--- src/rtl/hwo_subst_ctrl.sv ---
// Instruction substitution sequencer: forwards decode-stage instructions with one cycle of latency,
// or swaps a matched instruction for a replacement sequence replayed from a synchronous ROM.
//
// state | meaning
// ------+---------------------------------------------------------------
// IDLE  | pass-through; a matched instruction is accepted here
// READ  | first ROM read in flight; a bubble goes out on io
// ISSUE | one substitute per unstalled cycle until cnt reaches 1
module hwo_subst_ctrl #(
  parameter int          ADDR_W   = 8,
  parameter int          LEN_W    = 4,
  parameter logic [31:0] NOP_INSN = 32'h1500_0000
) (
  input  logic              clk,
  input  logic              rst,
  input  logic              obf_en,
  input  logic [31:0]       id_insn,
  input  logic              id_valid,
  output logic              id_stall,
  input  logic              sub_match,
  input  logic [ADDR_W-1:0] sub_base,
  input  logic [LEN_W-1:0]  sub_len,
  output logic              rom_en,
  output logic [ADDR_W-1:0] rom_addr,
  input  logic [31:0]       rom_data,
  input  logic              ex_stall,
  output logic [31:0]       io_insn,
  output logic              io_valid,
  output logic              busy
);

  typedef enum logic [1:0] {
    IDLE  = 2'd0,
    READ  = 2'd1,
    ISSUE = 2'd2
  } state_t;

  state_t            state;
  state_t            state_nxt;
  logic [31:0]       io_insn_nxt;
  logic              io_valid_nxt;
  logic [ADDR_W-1:0] rom_addr_nxt;
  logic [LEN_W-1:0]  cnt;
  logic [LEN_W-1:0]  cnt_nxt;
  logic              hit;

  // A zero-length sequence has nothing to replay, so it falls through as a plain instruction.
  assign hit      = id_valid & obf_en & sub_match & (sub_len != '0);
  assign busy     = (state != IDLE);
  assign id_stall = ex_stall | busy;
  assign rom_en   = (state == READ) | ((state == ISSUE) & ~ex_stall);

  always_ff @(posedge clk) begin
    if (rst) begin
      state    <= IDLE;
      io_insn  <= NOP_INSN;
      io_valid <= 1'b0;
      rom_addr <= '0;
      cnt      <= '0;
    end else begin
      state    <= state_nxt;
      io_insn  <= io_insn_nxt;
      io_valid <= io_valid_nxt;
      rom_addr <= rom_addr_nxt;
      cnt      <= cnt_nxt;
    end
  end

  always_comb begin
    state_nxt    = state;
    io_insn_nxt  = io_insn;
    io_valid_nxt = io_valid;
    rom_addr_nxt = rom_addr;
    cnt_nxt      = cnt;
    if (!ex_stall) begin
      case (state)
        IDLE: begin
          if (hit) begin
            rom_addr_nxt = sub_base;
            cnt_nxt      = sub_len;
            io_insn_nxt  = NOP_INSN;
            io_valid_nxt = 1'b0;
            state_nxt    = READ;
          end else begin
            io_insn_nxt  = id_insn;
            io_valid_nxt = id_valid;
          end
        end
        READ: begin
          rom_addr_nxt = rom_addr + ADDR_W'(1);
          io_insn_nxt  = NOP_INSN;
          io_valid_nxt = 1'b0;
          state_nxt    = ISSUE;
        end
        ISSUE: begin
          // rom_data already holds the word addressed one cycle earlier.
          io_insn_nxt  = rom_data;
          io_valid_nxt = 1'b1;
          rom_addr_nxt = rom_addr + ADDR_W'(1);
          if (cnt <= LEN_W'(1)) begin
            cnt_nxt   = '0;
            state_nxt = IDLE;
          end else begin
            cnt_nxt = cnt - LEN_W'(1);
          end
        end
        default: state_nxt = IDLE;
      endcase
    end
  end

endmodule
--- config.mk ---
export PLATFORM = sky130hd
export DESIGN_NAME = hwo_subst_ctrl
export DESIGN_NICKNAME = d
export VERILOG_FILES = /design/src/rtl/hwo_subst_ctrl.sv
export SDC_FILE = /design/constraint.sdc
export NUM_CORES = 1
export LEC_CHECK = 0
export CORE_MARGIN = 2
export CORE_UTILIZATION = 40
export DETAILED_ROUTE_END_ITERATION = 8
export GPL_TIMING_DRIVEN = 1
export MAX_ROUTING_LAYER = met4
export PLACE_DENSITY = 0.77
export SETUP_SLACK_MARGIN = 0.05
export SYNTH_ARGS = -nofsm -noshare
export SYNTH_HDL_FRONTEND = slang
export SYNTH_SLANG_ARGS = --single-unit
--- constraint.sdc ---
create_clock -name clk -period 1.7 [get_ports clk]
set_input_delay 0.34 -clock clk [delete_from_list [all_inputs] [get_ports clk]]
set_output_delay 0.34 -clock clk [all_outputs]
set_load 0.05 [all_outputs]
==> impl_metrics.toml <==
[global_route]
track_usage = 0.254
grt_max_degree = 24
grt_pass1_wl_um = 12900
grt-ovfl-total = 0
antenna_found_initial = 0
grt_pass1_vias = 2782

[worst_setup_path]
cp_max_fo = 6
worst-setup-path-type = "flip-flop to flip-flop"
reg2reg_to = "io_insn[15]$_SDFFE_PP0P_"
arrival_ps = 1920
cp.buffers_inverters = 4
ff2ff_path_depth = 8
reg2reg_from = "state[1]$_SDFFE_PP0P_"
endpoint_kind = "flip-flop"
reg2reg_slack_ps = 9
start_kind = "flip-flop"
cp_cell_sequence = "inv_4, ha_4, clkinvlp_4, o21ai_4, buf_12, clkbuf_16, o21ai_2, a21oi_1"
worst_path_max_delay_cell = "dfxtp_4"
cpPeakStageDelay_ps = 390
required_ps = 1930
cpLargestDelayFamily = "buffers and inverters"

[hold_path]
hold-path-endpoint = "cnt[2]$_SDFFE_PP0P_"
min_from = "sub_len[2]"
holdPathStages = 4
hold_class = "primary input to flip-flop"

[yosys]
syn_area_um2 = 2440
ys.flop_type = "dfxtp_1"
async_reset_ff_frac = 0
ys_seq_area_frac = 0.386
yosysWarningCount = 0
synth_edf_count = 0
yosys_register_bits = 47
syn_nets = 397
synth_area_per_cell_um2 = 7.91
ys_types = 50
synthCells = 308

[clock_tree]
cts_buffers = 5
tritoncts = "built"
insertion_delay_ps = 300
clkTransAtPathRegs_ps = 90
cts_max_level = 2
cts_root_buf = "clkbuf_8"
clockBufferDepth = 2
clkSinkCount = 47

[placed_design]
dp_hpwl_um = 5760
io_buffers = 125
gp_congestion = 0.880

[finish]
final_cell_mix = "75 x clkdlybuf4s50_1, 70 x buf_4, 45 x dfxtp_1, 40 x nand2_1"
fin_nets = 553
antenna_cells = 0
area_delta_synth_final_pct = 80.1
layout_commonest_cell = "clkdlybuf4s50_1"
fillCellCount = 426
layout-drive-gt1-share = 0.308

[run]
max_cap_violations = 0

[floorplan]
pin_count = 126
die_area_um2 = 6730
die_h_um = 82.0
initial_core_util = 0.411
die_width_um = 82.0
rows = 28
core_um2 = 5920

[route]
drtIter0Drc = 195
wl_met2_um = 4410
detail_route.wl_per_cell_um = 16.5
num_vias = 3011
wl_met1_um = 3620
drc_errors = 0
wirelength_um = 8900
top_layer = "met4"
dr.pass1.iters = 5
vias_per_cell = 5.58
wl_met3_um = 702
ant_nets = 0

[timing]
fin_worst_skew_ps = 5.06
tightest_slew_ps = 361
setup_tns_ps = 0
setup_viol = 0
whs_ps = 466
max_freq_mhz = 591
fin_crit_sh = 0.995
report.final.hold_viol_count = 0
rsz0062_at_grt = "true"
drv_slew = 0
min_period_ps = 1690
max_slew_margin = 0.758

[power_and_ir_drop]
powerDensity_nw_per_um2 = 707
p_leak_nw = 1.84
vdd_drop_max_uv = 470

[run_status]
status = "complete, no violations"
through the flow:
stage / power [mW] / worst slack [ps] / util / area [um^2] / instances
global placement: 2.10 / -273 / 0.652 / 3860 / 515
detailed placement: 2.11 / -325 / 0.652 / 3860 / 515
CTS: 3.04 / 10.7 / 0.698 / 4130 / 532
finish: 3.10 / 9.21 / 0.741 / 4390 / 540
floorplan: 1.69 / 58.8 / - / 2440 / 308
global route: 3.24 / -27.4 / 0.741 / 4390 / 540
worst max-delay path by stage:
stage / startpoint / end / slack (ps) / cells after the start
detailed placement: sub_len[2] / io_insn[15]$_SDFFE_PP0P_ / -320 / 6
CTS: state[0]$_SDFFE_PP0P_ / rom_en / 10 / 5
global placement: sub_len[1] / rom_addr[0]$_SDFFE_PP0P_ / -270 / 7
floorplan: state[0]$_SDFFE_PP0P_ / rom_addr[0]$_SDFFE_PP0P_ / 60 / 6
finish: state[1]$_SDFFE_PP0P_ / io_insn[15]$_SDFFE_PP0P_ / 9 / 8
global route: state[1]$_SDFFE_PP0P_ / io_insn[3]$_SDFFE_PP0P_ / -30 / 8
cells in the mapped netlist (4+ instances only):
library cell | n | area share
clkbuf_1 | 15 | 0.023
o21ai_1 | 7 | 0.014
nand2_1 | 40 | 0.062
inv_1 | 10 | 0.015
nand4_1 | 4 | 0.010
dfxtp_1 | 47 | 0.39
ha_1 | 7 | 0.036
a21oi_1 | 45 | 0.092
o21ai_0 | 61 | 0.13
nor2_1 | 10 | 0.015
power breakdown:
| group | switching (mW) | leakage [nW] | internal (mW) | total (mW) |
|---|---|---|---|---|
| combinational | 0.534 | 1.39 | 0.467 | 1.00 |
| clock | 0.405 | 0.0618 | 0.484 | 0.889 |
| sequential | 0.0455 | 0.388 | 1.17 | 1.21 |
registers in the layout, indices dropped and copies added (netlist names):
| name | cells |
|---|---|
| io_insn | 32 |
| io_valid | 1 |
| cnt | 4 |
| state | 2 |
| rom_addr | 8 |
cell families (layout without fill, tap and decap cells):
kind of cell,count (synthesis),in the layout,synth area share
xor gates and xnor gates,1,1,0.00360
and+or+nand+nor,74,74,0.149
muxes,1,1,0.00411
buffers and inverters,32,189,0.0601
AOI/OAI and AO/OA,146,146,0.361
DFF,47,47,0.386
adders and majority gates,7,7,0.0360
per-layer routing:
layer | up-vias | GRT usage
li1 | 1431 | -
met1 | 1402 | 0.307
met2 | 160 | 0.431
met3 | 18 | 0.0440
met4 | 0 | 0.0783
met5 | - | -
cell type report:
cell class	count	area (um^2)	area share
flip-flops and latches	47	946	0.216
inverters	10	43.8	0.00998
repair buffers	171	1680	0.384
clock buffers	6	82.6	0.0188
multi-input cells	229	1500	0.342
clock inverters	2	38.8	0.00884
well taps	75	93.8	0.0214
tightest hold or removal path, cell delays in order:
cell and delay (ps):
clkbuf_2 130, a21oi_1 70, nor2_1 80, a32o_1 120
timing repair:
item,4_1_cts,5_1_grt
endpoints found under the setup margin,40,38
hold buffers,0,0
gates resized for setup,19,62
setup buffers,7,5
gates cloned,2,3
pin swaps,5,32
Power figures use the tool's default switching activity.
==> patch (same settings) <==
Set the parameter `NOP_INSN` to 32'h10000000 (it was 32'h1500_0000).
--- a/src/rtl/hwo_subst_ctrl.sv
+++ b/src/rtl/hwo_subst_ctrl.sv
@@ -9,7 +9,7 @@
 module hwo_subst_ctrl #(
   parameter int          ADDR_W   = 8,
   parameter int          LEN_W    = 4,
-  parameter logic [31:0] NOP_INSN = 32'h1500_0000
+  parameter logic [31:0] NOP_INSN = 32'h10000000
 ) (
   input  logic              clk,
   input  logic              rst,
Behaviour: not the same (a bounded check fails within 4 cycles, from zero or initial values and one cycle with rst high).
==> patch against the unedited design <==
Worst setup slack better by 0.034 ns; design area is 6.0% lower; non-clock buffer count fell by 10; critical path depth decreased by 4; wire length is 9.5% lower; total power shrank 7.4%; die area down 1.9%; synthesized area down 2.0%; sequential cell count is the same; clock skew shrank 0.00059 ns; critical endpoint is now rom_en; highest routed layer unchanged.
==> patch: results <==
{
  "wl_met3_um": 471,
  "wl_met2_um": 4010,
  "synthTopCellsByCount": "o21ai_0, dfxtp_1, a21oi_1",
  "p_leak_nw": 1.74,
  "multi_input_area_share_pct": 33.7,
  "num-fill-cells": 485,
  "vias_per_cell": 5.38,
  "ff2ff_path_depth": 6,
  "synthTopCellsByArea": "dfxtp_1, o21ai_0, a21oi_1",
  "grt_max_degree": 22,
  "synth_flop_cell": "dfxtp_1",
  "grt_pass1_vias": 2666,
  "final-clk-cell-share_pct": 2.52,
  "drt_iter0_drc": 138,
  "worstPathMaxFanout": 3,
  "crit_end": "rom_en",
  "seq_cell_count": 47,
  "multi_input_cells": 227,
  "worstSetupStartpoint": "state[0]$_SDFFE_PP0P_",
  "fin_nets": 541,
  "io_buffers": 125,
  "nNonClkBuffers": 161,
  "dp_cells": 512,
  "grt_pass1_wl_um": 12500,
  "ys_seq_area_share_pct": 39.4,
  "synth_cell_types": 46,
  "inv_count": 10,
  "drtPass1Iterations": 4,
  "status": "finished, final reports clean",
  "cp.arrival_ns": 1.32,
  "met1_length_um": 3480,
  "hold_start": "id_valid",
  "drive_gt1_share_pct": 25.6,
  "r2r_start": "state[0]$_SDFFE_PP0P_",
  "syn_avg_cell_area_sq_um": 7.85,
  "synth_fp_nets": 393,
  "gp_congestion": 0.852,
  "cts_buffer_depth": 2,
  "clock_skew_ns": 0.00447,
  "final_cells": 528,
  "use_met1_pct": 30.7,
  "layout.nonclk_buf_share_pct": 37.4,
  "clkLatencyLatePin_ns": 0.30,
  "hpwl_um": 5850,
  "wl_per_cell_um": 15.3,
  "nClkBuffers": 7,
  "regToRegSetupSlack_ns": 0.09,
  "grt_use_met2_pct": 40.8,
  "r2r_end": "io_insn[20]$_SDFFE_PP0P_",
  "whs_endpoint": "io_valid$_SDFFE_PP0P_",
  "top_layer_used": "met4",
  "grtUsageTotal_pct": 24.9,
  "ff_latch_area_sq_um": 948,
  "ir_drop_mv": 0.403,
  "worst_pin_slew_ns": 0.342,
  "grtUsageMet3_pct": 5.56
}
-- patch: changes by cell type after synthesis, sizes merged --
cell    change
buf         -2
o311ai      -3
a211oi      +1
nor2        -3
nand2       -1
o31ai       +1
nand2b      -1
nor2b       +1
o21ai       +3
-- patch: repair_timing --
action | 4_1_cts | 5_1_grt
endpoints found under the hold margin | 0 | 0
pin swaps | 3 | 7
gates cloned | 1 | 0
gates resized for setup | 17 | 25
endpoints found under the setup margin | 44 | 37
buffers inserted | 3 | 4
-- patch: stage by stage --
| step | hold WS, ns | instance area (sq um) | setup slack [ns] | utilization [%] | setup TNS [ns] |
|---|---|---|---|---|---|
| after floorplan | 0.458 | 2400 | 0.0468 | - | 0 |
| after global placement | 0.489 | 3830 | -0.314 | 65.5 | -12.18 |
| after detailed placement | 0.490 | 3830 | -0.358 | 65.5 | -13.61 |
| after CTS | 0.511 | 4020 | 0.0138 | 68.8 | 0 |
| after global routing | 0.518 | 4130 | 0.0107 | 70.5 | 0 |
| final | 0.507 | 4130 | 0.0436 | 70.5 | 0 |
-- patch: cells by family (layout without fill, tap and decap cells) --
family          after synthesis  in the layout  share of synthesized area (%)
compound gates              148            148                           36.0
simple gates                 70             70                           14.2
flops                        47             47                           39.4
buf+inv                      30            179                           5.97
fa+ha+maj                     7              7                           3.67
xor+xnor                      1              1                          0.367
mux                           1              1                          0.419
-- patch: report_power, final --
part	switching [mW]	leakage [nW]	total [mW]	internal, mW
Combinational	0.498	1.30	0.917	0.419
Sequential	0.0423	0.389	1.21	1.17
Clock	0.377	0.0505	0.747	0.370
Total	0.917	1.74	2.87	1.96
-- patch: worst max-delay path, cell delays in order (launching register included) --
cell,delay [ns]
dfxtp_2,0.34
buf_4,0.14
ha_2,0.19
a21o_1,0.19
buf_6,0.16
